**config.mk**
```make
export PLATFORM = sky130hd
export DESIGN_NAME = piso_shift_reg_flat
export DESIGN_NICKNAME = d
export VERILOG_FILES = /design/src/rtl/piso_shift_reg_pkg.sv /design/src/rtl/piso_shift_reg_if.sv /design/src/rtl/piso_shift_reg_bit_counter.sv /design/src/rtl/piso_shift_reg.sv /design/src/flat_wrapper.sv
export SDC_FILE = /design/constraint.sdc
export NUM_CORES = 1
export LEC_CHECK = 0
export ABC_CLOCK_PERIOD_IN_PS = 1500
export BUFFER_PORTS_ARGS = -buffer_cell sky130_fd_sc_hd__clkbuf_2
export CORE_UTILIZATION = 50
export CTS_BUF_LIST = sky130_fd_sc_hd__clkbuf_8
export DETAILED_ROUTE_END_ITERATION = 7
export PLACE_DENSITY = 0.8
export SLEW_MARGIN = 10
export SYNTH_ARGS = -nofsm -noshare
export SYNTH_HDL_FRONTEND = slang
export SYNTH_SLANG_ARGS = --single-unit
```
**constraint.sdc**
```tcl
create_clock -name clk -period 1.5 [get_ports clk]
set_input_delay 0.225 -clock clk [delete_from_list [all_inputs] [get_ports clk]]
set_output_delay 0.225 -clock clk [all_outputs]
set_load 0.05 [all_outputs]
```
**src/rtl/piso_shift_reg_pkg.sv**
```systemverilog
// ----------------------------------------------------------------------------
// piso_pkg
// Shared definitions for the parallel-in/serial-out shift register slice.
//   state_t  : FSM state encoding (IDLE waits for a word, SHIFT streams it out)
//   DIR_LSB  : bit-order code for least-significant bit first
//   DIR_MSB  : bit-order code for most-significant bit first
// ----------------------------------------------------------------------------
package piso_pkg;

    typedef enum logic {
        IDLE  = 1'b0,
        SHIFT = 1'b1
    } state_t;

    localparam logic DIR_LSB = 1'b0;
    localparam logic DIR_MSB = 1'b1;

endpackage

```
**src/rtl/piso_shift_reg_if.sv**
```systemverilog
// ----------------------------------------------------------------------------
// piso_shift_reg_if
// Bundles the load handshake and the serial output side of piso_shift_reg.
//   load_valid / load_ready / load_data / dir : word load handshake
//   shift_en                                  : downstream consumes sout
//   sout / sout_valid                         : serial bit stream
//   done / busy                               : completion pulse and status
// Modports:
//   master : the upstream/downstream environment driving the block
//   slave  : the shift register itself
// ----------------------------------------------------------------------------
interface piso_shift_reg_if #(
    parameter int WIDTH = 8
);
    import piso_pkg::*;

    logic             load_valid;
    logic             load_ready;
    logic [WIDTH-1:0] load_data;
    logic             dir;
    logic             shift_en;
    logic             sout;
    logic             sout_valid;
    logic             done;
    logic             busy;

    modport master (
        output load_valid, load_data, dir, shift_en,
        input  load_ready, sout, sout_valid, done, busy
    );

    modport slave (
        input  load_valid, load_data, dir, shift_en,
        output load_ready, sout, sout_valid, done, busy
    );

endinterface

```
**src/rtl/piso_shift_reg_bit_counter.sv**
```systemverilog
// ----------------------------------------------------------------------------
// bit_counter
// Loadable down-counter tracking how many bits of the current word remain.
//   clk, rst    : clock and synchronous active-high reset (count -> 0)
//   load        : load load_value (takes priority over dec)
//   load_value  : value loaded on load
//   dec         : decrement by one; saturates at zero
//   count       : current count
//   last        : count == 1, i.e. the bit on the output is the final one
// ----------------------------------------------------------------------------
module bit_counter #(
    parameter int CNT_W = 4
) (
    input  logic             clk,
    input  logic             rst,
    input  logic             load,
    input  logic [CNT_W-1:0] load_value,
    input  logic             dec,
    output logic [CNT_W-1:0] count,
    output logic             last
);
    import piso_pkg::*;

    // Zero is guarded so a stray decrement can never wrap the count.
    always_ff @(posedge clk) begin
        if (rst) begin
            count <= '0;
        end else if (load) begin
            count <= load_value;
        end else if (dec && (count != '0)) begin
            count <= count - CNT_W'(1);
        end
    end

    assign last = (count == CNT_W'(1));

endmodule

```
**src/rtl/piso_shift_reg.sv**
```systemverilog
// ----------------------------------------------------------------------------
// piso_shift_reg
// Serialises a WIDTH-bit word into a one-bit stream for a downstream D
// flip-flop stage. A word is accepted by a valid/ready handshake while IDLE,
// streamed LSB- or MSB-first while SHIFT under shift_en, and completion is
// marked by a one-cycle done pulse.
//   clk  : clock, rising edge
//   rst  : synchronous active-high reset
//   bus  : piso_shift_reg_if slave modport (handshake, serial out, status)
// ----------------------------------------------------------------------------
module piso_shift_reg #(
    parameter int WIDTH = 8
) (
    input  logic              clk,
    input  logic              rst,
    piso_shift_reg_if.slave   bus
);
    import piso_pkg::*;

    localparam int CNT_W = $clog2(WIDTH + 1);

    state_t             state;
    logic [WIDTH-1:0]   sreg;
    logic               dir_q;
    logic               done_q;
    logic [CNT_W-1:0]   count;
    logic               last;
    logic               handshake;
    logic               consume;

    // load_ready is gated by rst so a word offered during reset is never taken.
    assign bus.load_ready = (state == IDLE) && !rst;
    assign handshake      = bus.load_valid && bus.load_ready;
    assign consume        = (state == SHIFT) && bus.shift_en;

    bit_counter #(
        .CNT_W (CNT_W)
    ) u_bit_counter (
        .clk        (clk),
        .rst        (rst),
        .load       (handshake),
        .load_value (CNT_W'(WIDTH)),
        .dec        (consume),
        .count      (count),
        .last       (last)
    );

    // FSM, shift register and latched bit order. The register always shifts
    // toward the output end selected at load time and back-fills with zero,
    // so it is all zeros by the time the word completes.
    always_ff @(posedge clk) begin
        if (rst) begin
            state  <= IDLE;
            sreg   <= '0;
            dir_q  <= DIR_LSB;
            done_q <= 1'b0;
        end else begin
            done_q <= consume && last;
            case (state)
                IDLE: begin
                    if (handshake) begin
                        sreg  <= bus.load_data;
                        dir_q <= bus.dir;
                        state <= SHIFT;
                    end
                end
                SHIFT: begin
                    if (bus.shift_en) begin
                        if (dir_q == DIR_MSB) begin
                            sreg <= {sreg[WIDTH-2:0], 1'b0};
                        end else begin
                            sreg <= {1'b0, sreg[WIDTH-1:1]};
                        end
                        if (last) begin
                            state <= IDLE;
                        end
                    end
                end
                default: state <= IDLE;
            endcase
        end
    end

    assign bus.sout_valid = (state == SHIFT);
    assign bus.busy       = (state == SHIFT);
    assign bus.done       = done_q;
    assign bus.sout       = (state == SHIFT) ?
                            ((dir_q == DIR_MSB) ? sreg[WIDTH-1] : sreg[0]) : 1'b0;

endmodule

```
**src/flat_wrapper.sv**
```systemverilog
// flat-port wrapper written by rule: the top's interface ports become plain ports
module piso_shift_reg_flat import piso_pkg::*;
#(
    parameter int WIDTH = 8
)
  (clk, rst, bus_load_valid, bus_load_data, bus_dir, bus_shift_en, bus_load_ready, bus_sout, bus_sout_valid, bus_done, bus_busy);
  piso_shift_reg_if #(.WIDTH(WIDTH)) bus_i ();
  input  logic clk;
  input  logic rst;
  input wire logic [$bits(bus_i.load_valid)-1:0] bus_load_valid;
  input wire logic [$bits(bus_i.load_data)-1:0] bus_load_data;
  input wire logic [$bits(bus_i.dir)-1:0] bus_dir;
  input wire logic [$bits(bus_i.shift_en)-1:0] bus_shift_en;
  output wire logic [$bits(bus_i.load_ready)-1:0] bus_load_ready;
  output wire logic [$bits(bus_i.sout)-1:0] bus_sout;
  output wire logic [$bits(bus_i.sout_valid)-1:0] bus_sout_valid;
  output wire logic [$bits(bus_i.done)-1:0] bus_done;
  output wire logic [$bits(bus_i.busy)-1:0] bus_busy;
  assign bus_i.load_valid = bus_load_valid;
  assign bus_i.load_data = bus_load_data;
  assign bus_i.dir = bus_dir;
  assign bus_i.shift_en = bus_shift_en;
  assign bus_load_ready = bus_i.load_ready;
  assign bus_sout = bus_i.sout;
  assign bus_sout_valid = bus_i.sout_valid;
  assign bus_done = bus_i.done;
  assign bus_busy = bus_i.busy;
  piso_shift_reg #(.WIDTH(WIDTH)) u_core (.clk(clk), .rst(rst), .bus(bus_i));
endmodule
```
==> results of run 1 <==
## how the worst min path moves through the flow
stage	from	to	slack, ns	cells after the start
4_1_cts	bus_load_data[0]	u_core.sreg[0]	0.24	3
3_5_place_dp	u_core.sreg[5]	u_core.sreg[5]	0.46	2
2_1_floorplan	rst	u_core.sreg[0]	0.30	1
3_3_place_gp	u_core.sreg[2]	u_core.sreg[2]	0.46	2
5_1_grt	bus_load_data[0]	u_core.sreg[0]	0.25	3
6_report	bus_load_data[0]	u_core.sreg[0]	0.24	3
## layout make-up
cell class,instances,area [um2],area share
repair buffers,20,111,0.117
clock inverters,1,3.75,0.00393
multi-input cells,69,467,0.489
flip-flops and latches,15,304,0.318
well taps,16,20.0,0.0210
clock buffers,3,41.3,0.0433
inverters,2,7.51,0.00786
## critical path: cells and delay by family (launching register included)
| kind | cells | cell delay, ns |
|---|---|---|
| AO/OA/AOI/OAI | 1 | 0.16 |
| adder cells (fa/ha/maj) | 1 | 0.14 |
| buffers and inverters | 1 | 0.08 |
| AND/OR/NAND/NOR | 2 | 0.60 |
| flip-flops | 1 | 0.33 |
## per-layer routing
| metal | up-vias | global-route usage | wire [um] | share of wire |
|---|---|---|---|---|
| met1 | 306 | 0.240 | 763 | 0.48 |
| met4 | 0 | 0.0774 | 17 | 0.011 |
| met5 | - | 0 | 0 | 0 |
| li1 | 365 | - | - | - |
| met2 | 19 | 0.350 | 734 | 0.46 |
| met3 | 2 | 0.0783 | 74 | 0.047 |
## layout by cell type, fill, tap and decap left out, types with 2 or more instances in the layout
cell type	Yosys	final
a211o_1	6	6
a21oi_1	10	10
a311oi_1	2	2
buf_4	1	2
clkbuf_2	0	17
clkbuf_8	0	3
dfxtp_1	15	12
dfxtp_2	0	3
ha_1	2	2
inv_1	2	3
mux2i_1	9	9
nand2_1	7	7
nor2_1	12	11
nor2b_1	3	2
nor3b_1	2	2
o21ai_0	2	2
or3_1	3	3
## flip-flops by register name (all words and copies together) (netlist names)
name and count:
u_core.dir_q 1, u_core.bus.done 1, u_core.u_bit_counter.count 4, u_core.bus.busy 1, u_core.sreg 8
## logic make-up after synthesis
kind of cell | share of synthesized area
and+or+nand+nor | 0.212
AOI/OAI and AO/OA | 0.191
DFF | 0.376
buffers and inverters | 0.0517
xor gates and xnor gates | 0.0110
adders and majority gates | 0.0313
muxes | 0.127
## power breakdown
part | internal, mW | switching [mW]
logic | 0.0871 | 0.111
clock network | 0.181 | 0.134
registers | 0.428 | 0.0303
total | 0.696 | 0.275
## through the flow
stage	worst slack, ns	util
after global placement	0.117	0.600
after global routing	0.000192	0.634
after CTS	0.0357	0.630
after detailed placement	0.0415	0.600
after floorplan	0.00899	-
final	0.0742	0.634
## what timing repair did
item,CTS,global route
setup endpoints to repair,0,4
endpoints found under the hold margin,0,0
resized for setup,0,3
hold buffers,0,0
==> impl_metrics.tcl, run 1 <==
set metrics [dict create \
    outcome "finished clean" \
    hold_path.class "in2reg" \
    wl_per_cell_um 12.6 \
    worstMarginPinSlew_ns 0.331 \
    stdcell_count 126 \
    reg2reg_to "u_core.bus.busy" \
    rr_startpoint "u_core.u_bit_counter.count[1]" \
    rr_worst_depth 5 \
    finalCritPeriodShare 0.951 \
    critPathKind "reg2reg" \
    fillers 136 \
    drive_gt1_frac 0.282 \
    ys_warn_count 0 \
    grt_pass1_vias 642 \
    critPathArrivalTime_ns 1.55 \
    vias 692 \
    max_freq_mhz 701 \
    synth_fp_nets 108 \
    gp_congestion 0.733 \
    place_area_um2 903 \
    leakagePower_nw 0.392 \
    clk_path_buf_depth 2 \
    synth_edf_count 0 \
    die-area_mm2 0.00176 \
    nets 126 \
    p_total_uw 971 \
    grt-ovfl-total 0 \
    synth_top_area_cell "dfxtp_1" \
    die_h_um 42.0 \
    ys_types 27 \
    antenna_cells 0 \
    ir_worst_vdd_mv 0.889 \
    initial_core_util 0.530 \
    clkSlewWorstSetupHoldPaths_ns 0.06 \
    reg2reg_slack_ns 0.07 \
    io_pins 18 \
    crit_path_end_kind "register" \
    place_inst 122 \
    core_mm2 0.00151 \
    synth_seq_area_share 0.376 \
    clock_latency_ns 0.24 \
    finClkSkew_ns 0.00438 \
    cp.required_ns 1.63 \
    cts_tree "yes" \
    dp_hpwl_um 1150 \
    netlist_instances 93 \
    synthFlopType "dfxtp_1" \
    port_buffers 17 \
    drt_iter0_drc 8 \
    first_pass_iters 6 \
    setup.worst_path.start "u_core.u_bit_counter.count[1]" \
    async_reset_ff_frac 0 \
    hold-worst-slack_ns 0.242 \
    crit_end "u_core.bus.busy" \
    dieWidth_um 42.0 \
    cp_slowest_stage_delay_ns 0.55 \
    cp_cell_sequence "inv_1 -> ha_1 -> or4bb_2 -> a21oi_1 -> nor2_1" \
    hold_viol_final 0 \
    cp_max_fo 4 \
    fin_area_um2 955 \
    grt_usage 0.209 \
    cap_violations 0 \
    synth.most_common_cell "dfxtp_1" \
    post_cts_buffers 0 \
    startpoint_type "register" \
    grt_pass1_wl_um 2730 \
    grt_max_degree 18 \
    netlist.area_leader.share 0.376 \
    fin_crit_ns 1.43 \
    ant_nets 0 \
    setup_tns_ns 0 \
    wirelength_um 1590 \
    numCtsBuffers 3 \
    syn_area_per_cell_um2 8.58 \
    synthTopCellsByCount "15 x dfxtp_1, 12 x nor2_1, 10 x a21oi_1" \
    grt_setup_unrepaired "false" \
    syn2layout_area_growth_pct 19.6 \
    viasPerCell 5.49 \
    drc 0 \
    relSlewSlack 0.779 \
    cts-root-buf "clkbuf_8" \
    antenna_found_initial 0 \
    synth-seq-cells 15 \
    htreeDepth 1 \
    powerDensity_mw_per_mm2 1020 \
    num_rows 14 \
    syn-cell-area_um2 798 \
    cts.sinks 15 \
    netlist_top_cells_area "dfxtp_1 38%, mux2i_1 11%, a211o_1 6.6%" \
    cp_slowest_cell "or4bb_2" \
    maxSlewViolCount 0 \
    setup_viol 0 \
]
Power figures use the tool's default switching activity.
==> run 2: changes to the inputs <==
--- a/config.mk
+++ b/config.mk
@@ -5,12 +5,13 @@
 export SDC_FILE = /design/constraint.sdc
 export NUM_CORES = 1
 export LEC_CHECK = 0
+export ABC_AREA = 1
 export ABC_CLOCK_PERIOD_IN_PS = 1500
 export BUFFER_PORTS_ARGS = -buffer_cell sky130_fd_sc_hd__clkbuf_2
 export CORE_UTILIZATION = 50
 export CTS_BUF_LIST = sky130_fd_sc_hd__clkbuf_8
 export DETAILED_ROUTE_END_ITERATION = 7
-export PLACE_DENSITY = 0.8
+export PLACE_DENSITY = 0.79
 export SLEW_MARGIN = 10
 export SYNTH_ARGS = -nofsm -noshare
 export SYNTH_HDL_FRONTEND = slang
==> run 2 against run 1 <==
  * Count of clock-buffer cells in the layout unchanged
  * Clock skew decreased by 0.0024 ns
  * First-iteration DRC count increased to 4.4 times the previous value
  * Register-to-register slack improved by 0.11 ns
  * Setup slack improved by 0.052 ns
  * Critical path type is now reg2out
  * Largest power group unchanged
  * Sequential share of layout area increased by 0.17 points
  * Via count increased by 20%
  * Total power increased by 7.2%
  * Die area increased by 4.3%
  * Flip-flop and latch count unchanged
==> impl_metrics.tcl, run 2 <==
set metrics [dict create \
    dp_slack_ns 0.187 \
    synth_seq_area_share 0.360 \
    ant_nets 0 \
    leakagePower_nw 0.457 \
    relSlewSlack 0.775 \
    setup_tns_ns 0 \
    antenna_found_initial 0 \
    synth_top_area_cell "dfxtp_1" \
    synth-seq-cells 15 \
    grt_setup_unrepaired "false" \
    grt-ovfl-total 0 \
    clk_path_buf_depth 2 \
    startpoint_type "register" \
    syn_area_per_cell_um2 7.13 \
    worstMarginPinSlew_ns 0.337 \
    die_h_um 42.9 \
    crit_family "flip-flops" \
    viasPerCell 5.57 \
    htreeDepth 1 \
    critPathKind "reg2out" \
    synth_top_family_by_area "simple AND/OR/NAND/NOR gates" \
    drt_iter0_drc 35 \
    core_mm2 0.00152 \
    synth_simple_gate_area_frac 0.318 \
    synth_xor_area_frac 0 \
    outcome "finished clean" \
    powerDensity_mw_per_mm2 1090 \
    syn-cell-area_um2 835 \
    cap_violations 0 \
    hold_buffers 0 \
    wirelength_um 1810 \
    fillers 141 \
    largestRegisters "u_core.sreg: 8 flops, u_core.u_bit_counter.count: 4 flops" \
    port_buffers 17 \
    vias 830 \
    ys_types 22 \
    drive_gt1_frac 0.241 \
    numCtsBuffers 3 \
    post_cts_buffers 0 \
    synth_fp_nets 132 \
    ys_warn_count 0 \
    num_rows 14 \
    cp_slowest_stage_delay_ns 0.36 \
    hold_viol_final 0 \
    cts_tree "yes" \
    clkSlewWorstSetupHoldPaths_ns 0.06 \
    synth_mux_area_frac 0 \
    regMostFlops "u_core.sreg" \
    synth_edf_count 0 \
    gp_congestion 0.874 \
    fin_crit_ns 1.37 \
    finalCritPeriodShare 0.916 \
    cp_slowest_cell "dfxtp_2" \
    wl_per_cell_um 12.1 \
    utilization 0.626 \
    dp_hpwl_um 1320 \
    cp_cell_sequence "inv_1 -> nand2_4 -> o21ai_2 -> clkbuf_4" \
    synth_compound_area_frac 0.172 \
    nets 149 \
    synthTopCellsByCount "22 x nand2_1, 16 x nand3_1, 15 x dfxtp_1" \
    final_cell_mix "22 x nand2_1, 16 x nand3_1, 16 x clkbuf_2" \
    cp.required_ns 1.27 \
    dieWidth_um 42.9 \
    largest_register_ffs 8 \
    hold_path.class "in2reg" \
    setup_viol 0 \
    maxSlewViolCount 0 \
    mostFrequentLayoutCell "nand2_1" \
    synthFlopType "dfxtp_1" \
    grt_pass1_wl_um 3010 \
    die-area_mm2 0.00184 \
    worst-path-buf-inv 2 \
    first_pass_iters 4 \
    syn2layout_area_growth_pct 14.2 \
    finalWorstSetupSlack_ns 0.126 \
    crit_path_end_kind "primary output" \
    grt_max_degree 15 \
    grt_usage 0.213 \
    clock_latency_ns 0.25 \
    synthAdderAreaFrac 0.0300 \
    drc 0 \
    cp_max_fo 8 \
    initial_core_util 0.548 \
    critPathArrivalTime_ns 1.15 \
    netlist_instances 117 \
    ir_worst_vdd_mv 0.630 \
    cts.sinks 15 \
    antenna_cells 0 \
    async_reset_ff_frac 0 \
    netlist.area_leader.share 0.360 \
    p_total_mw 1.04 \
    cts-root-buf "clkbuf_8" \
    io_pins 18 \
    max_freq_mhz 728 \
    synth.most_common_cell "nand2_1" \
    finClkSkew_ns 0.00197 \
    netlist_top_cells_area "dfxtp_1 36%, nand2_1 9.9%, nand3_1 9.6%" \
    grt_pass1_vias 735 \
]
[run 2: layout make-up]
cell class                      instances  area, um2  share of cell area
Inverter                               14       57.6              0.0604
Clock buffer                            3       41.3              0.0433
Timing Repair Buffer                   17       87.6              0.0919
Tap cell                               16       20.0              0.0210
Sequential cell                        15        305               0.320
Clock inverter                          1       3.75             0.00394
Multi-Input combinational cell         83        438               0.459
[run 2: per-layer routing]
layer,share of wire,vias up,track usage
met1,0.45,367,0.281
met3,0.078,6,0.0383
met4,0.016,0,0.0938
li1,-,411,-
met5,0,-,0
met2,0.46,46,0.336
[run 2: final timing paths]
path	depth (start not counted)	slack, ns	endpoint	start
setup / recovery	4	0.13	bus_sout	u_core.dir_q
hold reg to reg	2	0.48	u_core.u_bit_counter.count[2]	u_core.u_bit_counter.count[2]
hold / removal	2	0.22	u_core.bus.done	rst
setup reg to reg	7	0.18	u_core.u_bit_counter.count[3]	u_core.u_bit_counter.count[0]
[run 2: power breakdown]
| part | internal, mW | switching, mW |
|---|---|---|
| logic | 0.0793 | 0.158 |
| clock network | 0.181 | 0.143 |
| registers | 0.436 | 0.0434 |
[run 2: repair_timing]
action / CTS / global route
setup endpoints to repair: 1 / 1
resized for setup: 1 / 3
endpoints found under the hold margin: 0 / 0
cloned: 0 / 0
[run 2: per-stage QoR]
| step | hold WS [ns] | instances | instance area (um2) |
|---|---|---|---|
| 6_report | 0.222 | 149 | 953 |
| 5_1_grt | 0.226 | 149 | 953 |
| 4_1_cts | 0.229 | 149 | 950 |
| 3_5_place_dp | 0.469 | 145 | 902 |
| 3_3_place_gp | 0.466 | 145 | 902 |
| 2_1_floorplan | 0.302 | 117 | 840 |
[run 2: cell families after synthesis]
logic type / after synthesis
buffers and inverters: 19
DFF: 15
adders and majority gates: 2
and+or+nand+nor: 56
AOI/OAI and AO/OA: 25
[run 2: worst reg2reg max path, cell delays in order (launching register included)]
cell	delay, ns
dfxtp_1	0.37
inv_1	0.09
ha_1	0.27
a21oi_4	0.26
nand3_2	0.09
nand3_1	0.08
nand2_1	0.05
inv_1	0.06
==> run 3: changes to the inputs <==
--- a/config.mk
+++ b/config.mk
@@ -11,6 +11,7 @@
 export CORE_UTILIZATION = 50
 export CTS_BUF_LIST = sky130_fd_sc_hd__clkbuf_8
 export DETAILED_ROUTE_END_ITERATION = 7
+export GPL_TIMING_DRIVEN = 0
 export PLACE_DENSITY = 0.79
 export SLEW_MARGIN = 10
 export SYNTH_ARGS = -nofsm -noshare
==> run 3 against run 2 <==
  * Highest routed layer unchanged
  * Register-to-register slack better by 0.03 ns
  * Largest cell class unchanged
  * Sequential share of layout area down 1.6 points
  * Via count down 1.4%
  * Combinational power up 16%
  * Routed wire length down 0.94%
  * Flip-flop and latch count unchanged
  * Die area unchanged
==> impl_metrics.tcl, run 3 (synthesis gave the netlist of run 2 again) <==
set metrics [dict create \
    outcome "finished clean" \
    hold_viol_final 0 \
    wirelength_um 1790 \
    maxSlewViolCount 0 \
    max_freq_mhz 691 \
    grt_max_degree 11 \
    antenna_found_initial 0 \
    numCtsBuffers 3 \
    cts.sinks 15 \
    syn2layout_area_growth_pct 18.9 \
    rr_worst_depth 6 \
    largest_register_ffs 8 \
    initial_core_util 0.548 \
    clk_path_buf_depth 2 \
    first_pass_iters 4 \
    place_area_um2 945 \
    clock_latency_ns 0.24 \
    critPathArrivalTime_ns 1.22 \
    setup_viol 0 \
    core_mm2 0.00152 \
    cp_cell_sequence "buf_2 -> inv_1 -> nand2_4 -> o21ai_2 -> buf_4" \
    powerDensity_mw_per_mm2 1060 \
    finalCritPeriodShare 0.965 \
    crit_end "bus_sout" \
    wl_per_cell_um 11.6 \
    cts-root-buf "clkbuf_8" \
    finClkSkew_ns 0.00125 \
    rr_startpoint "u_core.u_bit_counter.count[0]" \
    clock_power_share 0.297 \
    grt_pass1_wl_um 3130 \
    gp_congestion 0.761 \
    grt_pass1_vias 786 \
    grt_usage 0.219 \
    critPathKind "reg2out" \
    reg2reg_slack_ns 0.21 \
    num_rows 14 \
    place_inst 150 \
    ant_nets 0 \
    cp_slowest_cell "dfxtp_1" \
    dp_hpwl_um 1300 \
    drc 0 \
    swShare 0.322 \
    clkSlewWorstSetupHoldPaths_ns 0.06 \
    vias 818 \
    viasPerCell 5.31 \
    mostFrequentLayoutCell "nand2_1" \
    crit_family "buffers and inverters" \
    drt_iter0_drc 13 \
    internal_power_uw 714 \
    cp_max_fo 8 \
    port_buffers 17 \
    cap_violations 0 \
    leakagePower_nw 0.484 \
    grt-ovfl-total 0 \
    finalWorstSetupSlack_ns 0.0522 \
    stdcell_count 154 \
    cp.required_ns 1.27 \
    setup_tns_ns 0 \
    io_pins 18 \
    cp_slowest_stage_delay_ns 0.29 \
    dieWidth_um 42.9 \
    nets 154 \
    relSlewSlack 0.811 \
    htreeDepth 1 \
    die-area_mm2 0.00184 \
    worst-path-buf-inv 3 \
    fin_crit_ns 1.45 \
    hold_buffers 0 \
    crit_path_end_kind "primary output" \
    startpoint_type "register" \
    dp_slack_ns 0.214 \
    die_h_um 42.9 \
    grt_setup_unrepaired "false" \
    final_cell_mix "22 x nand2_1, 16 x nand3_1, 16 x clkbuf_2" \
    ir_worst_vdd_mv 0.765 \
    worstMarginPinSlew_ns 0.283 \
    reg2reg_to "u_core.u_bit_counter.count[2]" \
    fin_area_um2 992 \
    setup.worst_path.start "u_core.dir_q" \
    worst-path-stages 5 \
    hold-worst-slack_ns 0.230 \
    pwr-share-seq 0.442 \
    combinationalPowerShare 0.261 \
    antenna_cells 0 \
    regMostFlops "u_core.sreg" \
    hold_path.class "in2reg" \
    largestRegisters "u_core.sreg: 8 flops, u_core.u_bit_counter.count: 4 flops" \
    drive_gt1_frac 0.261 \
    switching_power_uw 339 \
    cts_tree "yes" \
]
## run 3: cell type report
| cell class | instances | area, um2 |
|---|---|---|
| fillers | 144 | 532 |
| multi-input cells | 83 | 438 |
| flip-flops and latches | 15 | 302 |
| repair buffers | 17 | 87.6 |
| inverters | 14 | 57.6 |
| plain buffers | 5 | 42.5 |
| clock buffers | 3 | 41.3 |
| well taps | 16 | 20.0 |
| clock inverters | 1 | 3.75 |
## run 3: what timing repair did
item / 4_1_cts / 5_1_grt
setup endpoints to repair: 1 / 1
setup buffers: 0 / 0
resized for setup: 1 / 1
gates cloned: 0 / 0
## run 3: layer usage
layer	share of wire	routed length (um)	track usage
met2	0.47	836	0.373
met1	0.47	833	0.261
met5	0	0	0
met4	0.010	18	0.106
met3	0.056	100	0.0383
## run 3: power groups by stage
stage / clock network (mW) / registers, mW / logic, mW
final: 0.313 / 0.465 / 0.275
after global routing: 0.331 / 0.468 / 0.304
after floorplan: 0 / 0.477 / 0.200
after global placement: 0 / 0.471 / 0.265
after detailed placement: 0 / 0.473 / 0.273
after CTS: 0.317 / 0.464 / 0.275
## run 3: metrics by stage
step | util | power, mW
CTS | 0.651 | 1.06
floorplan | - | 0.677
global placement | 0.620 | 0.736
global route | 0.651 | 1.10
finish | 0.651 | 1.05
detailed placement | 0.620 | 0.745
## run 3: worst min-delay path by stage
stage / from / end / depth (start not counted)
global placement: u_core.u_bit_counter.count[2] / u_core.u_bit_counter.count[2] / 2
CTS: rst / u_core.bus.done / 2
global route: rst / u_core.bus.done / 2
finish: rst / u_core.bus.done / 2
detailed placement: u_core.u_bit_counter.count[2] / u_core.u_bit_counter.count[2] / 2
floorplan: rst / u_core.bus.done / 1
